File: src/rtl/qdec_updown.sv
// qdec_updown: quadrature decoder feeding a wrapping up/down position counter
module qdec_updown #(
  parameter int WIDTH = 8
) (
  input  logic             clk,
  input  logic             rst,
  input  logic             a_in,
  input  logic             b_in,
  input  logic             en,
  input  logic             clr,
  input  logic             err_clr,
  output logic [WIDTH-1:0] count,
  output logic             dir,
  output logic             step,
  output logic             err
);
  typedef enum logic {S_INIT, S_RUN} state_t;
  state_t r_state, w_state_nxt;
  logic [1:0] r_a_sync, r_b_sync, r_prev, r_init_cnt;
  logic [1:0] w_cur, w_pos_cur, w_pos_prev, w_delta;
  logic w_load, w_run, w_up, w_dn, w_ill, w_cnt;
  logic [WIDTH-1:0] r_count;
  logic r_dir, r_step, r_err;
  assign w_cur = {r_a_sync[1], r_b_sync[1]};
  assign count = r_count;
  assign dir   = r_dir;
  assign step  = r_step;
  assign err   = r_err;
  // two-flop synchronizers for the asynchronous encoder phases
  always_ff @(posedge clk or negedge rst)
    if (!rst) begin
      r_a_sync <= '0;
      r_b_sync <= '0;
    end else begin
      r_a_sync <= {r_a_sync[0], a_in};
      r_b_sync <= {r_b_sync[0], b_in};
    end
  // state register plus INIT edge counter that lets the synchronizers fill
  always_ff @(posedge clk or negedge rst)
    if (!rst) begin
      r_state    <= S_INIT;
      r_init_cnt <= '0;
    end else begin
      r_state    <= w_state_nxt;
      r_init_cnt <= (r_state == S_INIT) ? r_init_cnt + 2'd1 : r_init_cnt;
    end
  // next state and decode: phases mapped to positions 0..3 along the up sequence
  always_comb begin
    w_load      = (r_state == S_INIT) && (r_init_cnt == 2'd2);
    w_state_nxt = w_load ? S_RUN : r_state;
    w_run       = (r_state == S_RUN);
    w_pos_cur   = {w_cur[0], ^w_cur};
    w_pos_prev  = {r_prev[0], ^r_prev};
    w_delta     = w_pos_cur - w_pos_prev;
    w_up        = w_run && (w_delta == 2'd1);
    w_dn        = w_run && (w_delta == 2'd3);
    w_ill       = w_run && (w_delta == 2'd2);
    w_cnt       = (w_up || w_dn) && en;
  end
  // prev tracks the phase state whenever decoding is live, regardless of en
  always_ff @(posedge clk or negedge rst)
    if (!rst) r_prev <= '0;
    else if (w_load || w_run) r_prev <= w_cur;
  // position counter, direction, step pulse and sticky error flag
  always_ff @(posedge clk or negedge rst)
    if (!rst) begin
      r_count <= '0;
      r_dir   <= 1'b0;
      r_step  <= 1'b0;
      r_err   <= 1'b0;
    end else begin
      r_count <= clr ? '0 : !w_cnt ? r_count : w_up ? r_count + 1'b1 : r_count - 1'b1;
      r_dir   <= w_cnt ? w_dn : r_dir;
      r_step  <= w_cnt;
      r_err   <= w_ill ? 1'b1 : err_clr ? 1'b0 : r_err;
    end
endmodule

File: config.mk
export PLATFORM = sky130hd
export DESIGN_NAME = qdec_updown
export DESIGN_NICKNAME = d
export VERILOG_FILES = /design/src/rtl/qdec_updown.sv
export SDC_FILE = /design/constraint.sdc
export NUM_CORES = 1
export LEC_CHECK = 0
export CAP_MARGIN = 5
export CORE_MARGIN = 3
export CORE_UTILIZATION = 45
export CTS_BUF_LIST = sky130_fd_sc_hd__clkbuf_16
export CTS_CLUSTER_SIZE = 8
export DETAILED_ROUTE_END_ITERATION = 16
export PLACE_DENSITY = 0.69
export RECOVER_POWER = 100
export SLEW_MARGIN = 0
export SYNTH_ARGS = -nofsm -noshare
export SYNTH_HDL_FRONTEND = slang
export SYNTH_SLANG_ARGS = --single-unit
File: constraint.sdc
create_clock -name clk -period 4.94 [get_ports clk]
set_clock_uncertainty 0.05 [all_clocks]
set_input_delay 1.235 -clock clk [delete_from_list [all_inputs] [get_ports clk]]
set_output_delay 1.235 -clock clk [all_outputs]
set_load 0.01 [all_outputs]
==> results.py, run 1 <==
metrics = {
    "critical_path": {
        "cp_common_cell": "nand2_1",
        "end_kind": "flop",
        "worstPathMaxFanout": 13,
        "crit_path_start_kind": "primary input",
        "cp_num_buf_inv": 2,
        "path_class": "in2reg",
        "slowest_delay_ns": 0.54,
        "crit_path_top_delay_cell": "dlygate4sd3_1",
        "required_ns": 5.02,
        "critPathArrivalTime_ns": 3.14,
        "crit_family": "buffers and inverters",
        "path_cells": "dlygate4sd3_1 > nand2_1 > clkinvlp_2 > nand2_1 > mux2i_1 > mux2_1",
    },
    "cells_and_area": {
        "antenna_cells": 0,
        "nets": 139,
        "final_area_um2": 1390,
        "syn_to_final_growth_pct": 26.2,
        "drive_gt1_frac": 0.0984,
        "stdcell_count": 150,
        "final_core_utilization": 0.612,
    },
    "placed_design": {
        "gp_congestion": 0.866,
        "dp_hpwl_mm": 1.38,
        "pre_cts_ws_ns": 1.96,
        "io_buffers": 17,
        "placedCellCount": 146,
        "post_dp_cell_area_um2": 1290,
    },
    "global_routing": {
        "gr-total-overflow": 0,
        "grt_pass1_wl_mm": 3.26,
        "grt_pass1_vias": 784,
        "grt_start_max_net_pins": 21,
        "antenna_found_initial": 0,
        "grtUsageTotal": 0.130,
    },
    "timing": {
        "holdWs_ns": 0.297,
        "fin_crit_sh": 0.619,
        "tns_ns": 0,
        "maxSlewViolCount": 0,
        "setup_violations": 0,
        "worst_slack_ns": 1.88,
        "rsz0062_at_grt": "no",
        "max_slew.worst_pin.slew_ns": 0.903,
        "min_period_ns": 3.06,
        "hold_viol": 0,
        "fmax_mhz": 327,
        "slew_headroom": 0.396,
    },
    "route": {
        "avgRoutedWirePerCell_um": 12.6,
        "totalWireLength_mm": 1.89,
        "drc": 0,
        "dr_total_vias": 783,
        "first_pass_iters": 4,
        "via_per_inst": 5.22,
        "ant_nets": 0,
        "first_iter_violations": 16,
    },
    "logic_synthesis": {
        "synth_nets": 119,
        "synth-seq-area-share": 0.453,
        "synth_area_um2": 1100,
        "synth_cell_types": 37,
        "ys.flop_type": "dfrtp_1",
        "yosysTopAreaCell": "dfrtp_1",
        "yosys_warnings": 0,
        "syn_inst": 103,
        "yosys-top-cells-area": "dfrtp_1, ha_1, xnor2_1",
        "yosys-top-cells-count": "dfrtp_1, nand2_1, ha_1, inv_1, a21oi_1",
        "syn_area_per_cell_um2": 10.7,
        "synth_most_common_cell": "dfrtp_1",
        "synth-edff-count": 0,
        "synth_top_cell_area_share": 0.453,
        "synth_seq_cells": 20,
        "async_flop_share": 1.00,
    },
    "clock_tree": {
        "cts-resized-gates": 0,
        "post_cts_buffers": 0,
        "h-tree-depth": 1,
        "cts_sinks": 20,
        "cts_tree": "built",
        "cts_buffer_depth": 2,
        "cts-hold-fix-buffers": 0,
        "numCtsBuffers": 3,
        "clk-insertion-delay-late_ns": 0.25,
        "clkTransAtPathRegs_ns": 0.06,
        "root_buffer": "clkbuf_16",
    },
    "flow_run": {
        "max_cap_violations": 0,
    },
    "die": {
        "chipHeight_um": 55.6,
        "dieArea_um2": 3090,
        "rows": 17,
        "pin_count": 18,
        "core_um2": 2280,
        "initial_core_util": 0.485,
        "dieWidth_um": 55.6,
    },
    "pwr": {
        "power.density_nw_per_um2": 475,
        "total_power_mw": 0.662,
        "ir_worst_vdd_v": 0.000270,
        "total_leakage_power_nw": 0.657,
    },
    "status": {
        "status": "complete, no violations",
    },
    "hold_path": {
        "hold_class": "reg2reg",
    },
}
## cell usage in the layout (no fill, tap or decap), types with 2 or more instances in the layout
cell type      instances
dlygate4sd3_1         16
xnor2_1                5
o21ai_0                3
inv_1                  8
ha_1                   8
mux2_2                 2
nand2_1               12
dfrtp_1               20
o211ai_1               2
nor2b_1                3
clkbuf_16              3
nor2_1                 6
nor3_1                 2
a21oi_1                7
## worst register-to-register path: stages, from the launching register on
cell       delay, ns
dfrtp_1         0.41
xor2_1          0.16
ha_1            0.30
nor2b_1         0.15
nand2_1         0.24
ha_1            0.41
o211a_1         0.26
a2111oi_4       0.35
a21oi_2         0.06
mux2i_1         0.16
mux2_1          0.33
## state kept, by name, indices dropped and copies added, names as in the netlist, 2 cells and up
signal	cells
r_b_sync	2
count	8
r_init_cnt	2
r_a_sync	2
r_prev	2
## final timing paths
check                             from           to  slack [ns]  cells after the start
setup / recovery                    en     count[7]        1.88                      6
hold / removal             r_b_sync[0]  r_b_sync[1]        0.30                      0
setup reg to reg             r_prev[0]     count[7]        1.95                     10
hold reg to reg            r_b_sync[0]  r_b_sync[1]        0.30                      0
max in group asynchronous          rst     count[1]        2.78                      1
min in group asynchronous          rst          err        1.51                      1
## power by group
part | internal (mW) | leakage [nW] | switching [mW] | total [mW]
registers | 0.186 | 0.241 | 0.0158 | 0.202
logic | 0.119 | 0.365 | 0.119 | 0.238
clock network | 0.161 | 0.0511 | 0.0616 | 0.222
total | 0.466 | 0.657 | 0.196 | 0.662
## cell families after synthesis
logic type / Yosys count / synth area share
AOI/OAI and AO/OA: 22 / 0.148
muxes: 4 / 0.0396
and+or+nand+nor: 29 / 0.130
DFF: 20 / 0.453
buffers and inverters: 12 / 0.0521
adders and majority gates: 9 / 0.109
xor gates and xnor gates: 7 / 0.0679
## layer usage
| layer | vias to the layer above | track usage | part of all wire |
|---|---|---|---|
| met5 | - | 0 | 0 |
| met4 | 0 | 0.0660 | 0.014 |
| li1 | 391 | - | - |
| met3 | 4 | 0.0280 | 0.042 |
| met2 | 15 | 0.193 | 0.46 |
| met1 | 373 | 0.177 | 0.48 |
## final cells by class
type | count | area, um2
Clock buffer | 3 | 75.1
Clock inverter | 1 | 30.0
Fill cell | 189 | 882
Inverter | 10 | 38.8
Multi-Input combinational cell | 71 | 544
Sequential cell | 20 | 500
Tap cell | 28 | 35.0
Timing Repair Buffer | 17 | 170
Power figures use the tool's default switching activity.
==> run 2, diff against run 1 <==
- PLACE_DENSITY: 0.69 -> 0.72
- clock period: 4.94 -> 2.7 ns (I/O delays scaled with it)
==> run 2 against run 1 <==
Net effect: sequential share of layout area is 4.5 points lower; first-iteration DRC count decreased by 13%; final cell count rose by 11%; register-to-register slack got worse by 2.1 ns; the run now ends with negative setup slack left; critical path depth increased by 4; clock-buffer cell count unchanged; clock power grew 84%; global-route usage increased by 3.7 points; sequential cell count did not move; sequential power up 87%; critical path type is now reg2reg; combinational power rose by 140%; critical endpoint unchanged.
==> results.py, run 2 (synthesis results as in run 1) <==
metrics = {
    "status": {
        "status": "finished, violations left",
        "failed_checks": "negative setup slack",
    },
    "pwr": {
        "power.density_nw_per_um2": 857,
        "ir_worst_vdd_v": 0.000648,
        "total_power_mw": 1.36,
        "total_leakage_power_nw": 0.734,
    },
    "global_routing": {
        "grtUsageTotal": 0.167,
        "grt_start_max_net_pins": 21,
        "antenna_found_initial": 0,
        "grt_pass1_vias": 906,
        "gr-total-overflow": 0,
        "grt_pass1_wl_mm": 4.03,
    },
    "route": {
        "via_per_inst": 5.07,
        "dr_total_vias": 847,
        "ant_nets": 0,
        "avgRoutedWirePerCell_um": 14.4,
        "totalWireLength_mm": 2.41,
        "first_pass_iters": 4,
        "first_iter_violations": 14,
        "drc": 0,
    },
    "critical_path": {
        "reg2reg_depth": 10,
        "r2r-end": "count[7]",
        "path_cells": "xor2_1 > ha_2 > xnor3_2 > nand2_4 > ha_4 > a211o_1 > a2111oi_4 > a21oi_2 > mux2i_1 > mux2_1",
        "crit_path_top_delay_cell": "dfrtp_1",
        "slowest_delay_ns": 0.39,
        "path_class": "reg2reg",
        "end_kind": "flop",
        "critPathArrivalTime_ns": 2.90,
        "cp_num_buf_inv": 0,
        "worstPathMaxFanout": 7,
        "required_ns": 2.79,
        "crit_family": "compound AO/OA/AOI/OAI gates",
        "rr_startpoint": "r_prev[1]",
        "rrSetupSlack_ns": -0.12,
        "crit_path_start_kind": "flop",
    },
    "timing": {
        "hold_viol": 0,
        "maxSlewViolCount": 0,
        "slew_headroom": 0.275,
        "tns_ns": -0.131,
        "worst_slack_ns": -0.116,
        "fin_crit_sh": 1.04,
        "fmax_mhz": 355,
        "min_period_ns": 2.82,
        "max_slew.worst_pin.slew_ns": 1.09,
        "rsz0062_at_grt": "yes",
        "setup_violations": 2,
    },
    "cells_and_area": {
        "largest_reg_flops": 8,
        "layout_common_cells": "dfrtp_1, buf_4, clkdlybuf4s50_1",
        "nets": 156,
        "drive_gt1_frac": 0.281,
        "final_area_um2": 1590,
        "antenna_cells": 0,
        "layout_commonest_cell": "dfrtp_1",
        "syn_to_final_growth_pct": 44.1,
    },
    "clock_tree": {
        "cts_tree": "built",
        "clkTransAtPathRegs_ns": 0.06,
        "root_buffer": "clkbuf_16",
        "numCtsBuffers": 3,
        "cts_sinks": 20,
        "h-tree-depth": 1,
        "cts_buffer_depth": 2,
        "clk-insertion-delay-late_ns": 0.25,
    },
    "die": {
        "dieArea_um2": 3090,
        "core_um2": 2280,
        "pin_count": 18,
        "rows": 17,
        "dieWidth_um": 55.6,
        "chipHeight_um": 55.6,
        "initial_core_util": 0.485,
    },
    "hold_path": {
        "hold_depth": 0,
        "min-delay-start": "r_a_sync[0]",
        "hold_class": "reg2reg",
        "min_to": "r_a_sync[1]",
    },
    "placed_design": {
        "io_buffers": 17,
        "gp_congestion": 0.827,
        "post_dp_cell_area_um2": 1400,
        "pre_cts_ws_ns": -0.147,
        "dp_hpwl_mm": 1.62,
    },
    "flow_run": {
        "max_cap_violations": 0,
    },
}
run 2: layout make-up:
class                           instances  area, um2
Fill cell                             150        684
Multi-Input combinational cell         71        617
Sequential cell                        20        500
Timing Repair Buffer                   34        294
Clock buffer                            3       75.1
Inverter                               10       40.0
Tap cell                               28       35.0
Clock inverter                          1       30.0
run 2: how the worst max path moves through the flow:
stage	start	to	slack (ns)	depth (start not counted)
2_1_floorplan	r_prev[0]	count[7]	0.02	10
3_3_place_gp	r_a_sync[1]	count[7]	-0.004	10
3_5_place_dp	r_prev[1]	count[7]	-0.15	10
4_1_cts	r_prev[1]	count[7]	-0.08	10
5_1_grt	r_prev[1]	count[7]	-0.29	10
6_report	r_prev[1]	count[7]	-0.12	10
run 2: metal layers:
| layer | part of all wire | GRT usage | up-vias |
|---|---|---|---|
| li1 | - | - | 424 |
| met3 | 0.037 | 0.0421 | 3 |
| met5 | 0 | 0 | - |
| met4 | 0.0091 | 0.0590 | 0 |
| met1 | 0.45 | 0.218 | 405 |
| met2 | 0.51 | 0.269 | 15 |
run 2: metrics by stage:
stage | util | cells | hold WS, ns
6_report | 0.699 | 167 | 0.299
5_1_grt | 0.699 | 167 | 0.312
4_1_cts | 0.683 | 165 | 0.303
3_5_place_dp | 0.616 | 157 | 0.290
3_3_place_gp | 0.616 | 157 | 0.283
2_1_floorplan | - | 103 | 0.281
run 2: timing repair:
| item | 4_1_cts | 5_1_grt |
|---|---|---|
| pin swaps | 2 | 3 |
| setup buffers | 4 | 2 |
| endpoints found under the setup margin | 2 | 3 |
| hold buffers | 0 | 0 |
| gates resized for setup | 2 | 8 |
run 2: where the power goes:
part,switching (mW),leakage [nW],internal (mW)
clock,0.114,0.0511,0.294
combinational,0.258,0.442,0.321
sequential,0.0362,0.241,0.341
==> run 3, diff against run 2 <==
- CORE_MARGIN: 3 -> 2
- SETUP_SLACK_MARGIN: not set -> 0.02
==> run 3 against run 2 <==
Net effect: the flow still finishes with violations (negative setup slack); clock power shrank 1%; sequential power is essentially flat; utilization shrank 3.5 points; sequential share of layout area grew 1.6 points; largest cell class unchanged.
==> results.py, run 3 (synthesis results as in run 1) <==
metrics = {
    "timing": {
        "fin_crit_sh": 1.01,
        "fmax_mhz": 365,
        "rsz0062_at_grt": "yes",
        "tns_ns": -0.0404,
        "min_period_ns": 2.74,
        "setup_violations": 1,
        "maxSlewViolCount": 0,
        "slew_headroom": 0.267,
        "hold_viol": 0,
        "worst_slack_ns": -0.0404,
        "max_slew.worst_pin.slew_ns": 1.10,
    },
    "global_routing": {
        "grt_start_max_net_pins": 21,
        "grt_pass1_wl_mm": 3.64,
        "grt_pass1_vias": 862,
        "antenna_found_initial": 0,
        "grtUsageTotal": 0.180,
        "gr-total-overflow": 0,
    },
    "status": {
        "failed_checks": "negative setup slack",
        "status": "finished, violations left",
    },
    "route": {
        "first_pass_iters": 3,
        "first_iter_violations": 7,
        "avgRoutedWirePerCell_um": 13.7,
        "dr_total_vias": 820,
        "ant_nets": 0,
        "drc": 0,
        "via_per_inst": 5.19,
        "totalWireLength_mm": 2.17,
    },
    "die": {
        "rows": 17,
        "chipHeight_um": 53.6,
        "dieWidth_um": 53.6,
        "initial_core_util": 0.485,
        "pin_count": 18,
        "dieArea_um2": 2870,
        "core_um2": 2280,
    },
    "critical_path": {
        "rrSetupSlack_ns": -0.04,
        "r2r-end": "count[7]",
        "critPathArrivalTime_ns": 2.83,
        "path_class": "reg2reg",
        "crit_path_end": "count[7]",
        "rr_startpoint": "r_prev[0]",
        "worstPathMaxFanout": 6,
        "cp-startpoint": "r_prev[0]",
        "crit_path_start_kind": "flop",
        "required_ns": 2.79,
        "reg2reg_depth": 10,
        "end_kind": "flop",
    },
    "clock_tree": {
        "clkTransAtPathRegs_ns": 0.06,
        "h-tree-depth": 1,
        "clk-insertion-delay-late_ns": 0.25,
        "root_buffer": "clkbuf_16",
        "numCtsBuffers": 3,
        "cts_sinks": 20,
        "cts_buffer_depth": 2,
        "cts_tree": "built",
    },
    "pwr": {
        "power.density_nw_per_um2": 857,
        "total_leakage_power_nw": 0.704,
        "ir_worst_vdd_v": 0.000575,
    },
    "cells_and_area": {
        "n_fill_cell": 180,
        "antenna_cells": 0,
        "largest_reg_flops": 8,
        "syn_to_final_growth_pct": 36.9,
        "drive_gt1_frac": 0.223,
        "layout_common_cells": "dfrtp_1, dlygate4sd3_1, nand2_1",
        "nets": 147,
        "layout_commonest_cell": "dfrtp_1",
    },
    "placed_design": {
        "io_buffers": 17,
        "pre_cts_ws_ns": -0.0738,
        "dp_hpwl_mm": 1.63,
        "gp_congestion": 0.857,
    },
    "flow_run": {
        "max_cap_violations": 0,
    },
    "hold_path": {
        "hold_class": "reg2reg",
    },
}
-- run 3: cell count changes in the layout (fill, tap and decap cells not counted), sizes merged --
cell / delta
clkdlybuf4s50: -11
buf: -9
dlygate4sd3: +11
-- run 3: worst max-delay path: stages (launching register included) --
cell	delay, ns
dfrtp_1	0.40
xor2_1	0.15
ha_1	0.30
nor2b_2	0.18
nand2_4	0.12
ha_4	0.24
o211a_1	0.24
a2111oi_4	0.36
a21oi_2	0.06
mux2i_1	0.18
mux2_1	0.33
-- run 3: what timing repair did --
item                                    in CTS  in global routing
pin swaps                                    3                  1
hold buffers                                 0                  0
endpoints found under the setup margin       1                  3
resized for setup                            2                  5
buffers inserted                             0                  1
-- run 3: area by class of cell --
| type | instances | area [um2] | area share |
|---|---|---|---|
| inverter | 10 | 40.0 | 0.0265 |
| sequential | 20 | 500 | 0.331 |
| timing repair buffer | 25 | 226 | 0.150 |
| multi-input combinational | 71 | 606 | 0.400 |
| clock buffer | 3 | 75.1 | 0.0496 |
| tap | 28 | 35.0 | 0.0232 |
| clock inverter | 1 | 30.0 | 0.0199 |
-- run 3: per-stage QoR --
stage               power [mW]  cell area, um2  hold slack [ns]   util  cells
finish                    1.30            1510            0.300  0.665    158
global route              1.38            1510            0.312  0.665    158
CTS                       1.31            1500            0.301  0.657    157
detailed placement       0.886            1380            0.288  0.605    153
global placement         0.867            1380            0.288  0.605    153
floorplan                0.712            1140            0.281      -    103
-- run 3: worst min-delay path by stage --
stage,depth (start not counted),slack (ns),end,startpoint
after CTS,0,0.30,r_a_sync[1],r_a_sync[0]
after floorplan,0,0.28,r_a_sync[1],r_a_sync[0]
after global routing,0,0.31,r_a_sync[1],r_a_sync[0]
after detailed placement,0,0.29,r_a_sync[1],r_a_sync[0]
final,0,0.30,r_a_sync[1],r_a_sync[0]
after global placement,0,0.29,r_b_sync[1],r_b_sync[0]
-- run 3: power by group --
group	internal (mW)	switching, mW	leakage [nW]
Clock	0.294	0.110	0.0511
Sequential	0.341	0.0339	0.241
Combinational	0.273	0.244	0.412
-- run 3: routing by layer --
metal / routed length, um / global-route usage
met1: 995 / 0.218
met2: 1080 / 0.311
met3: 76 / 0.0500
met4: 17 / 0.0513
met5: 0 / 0
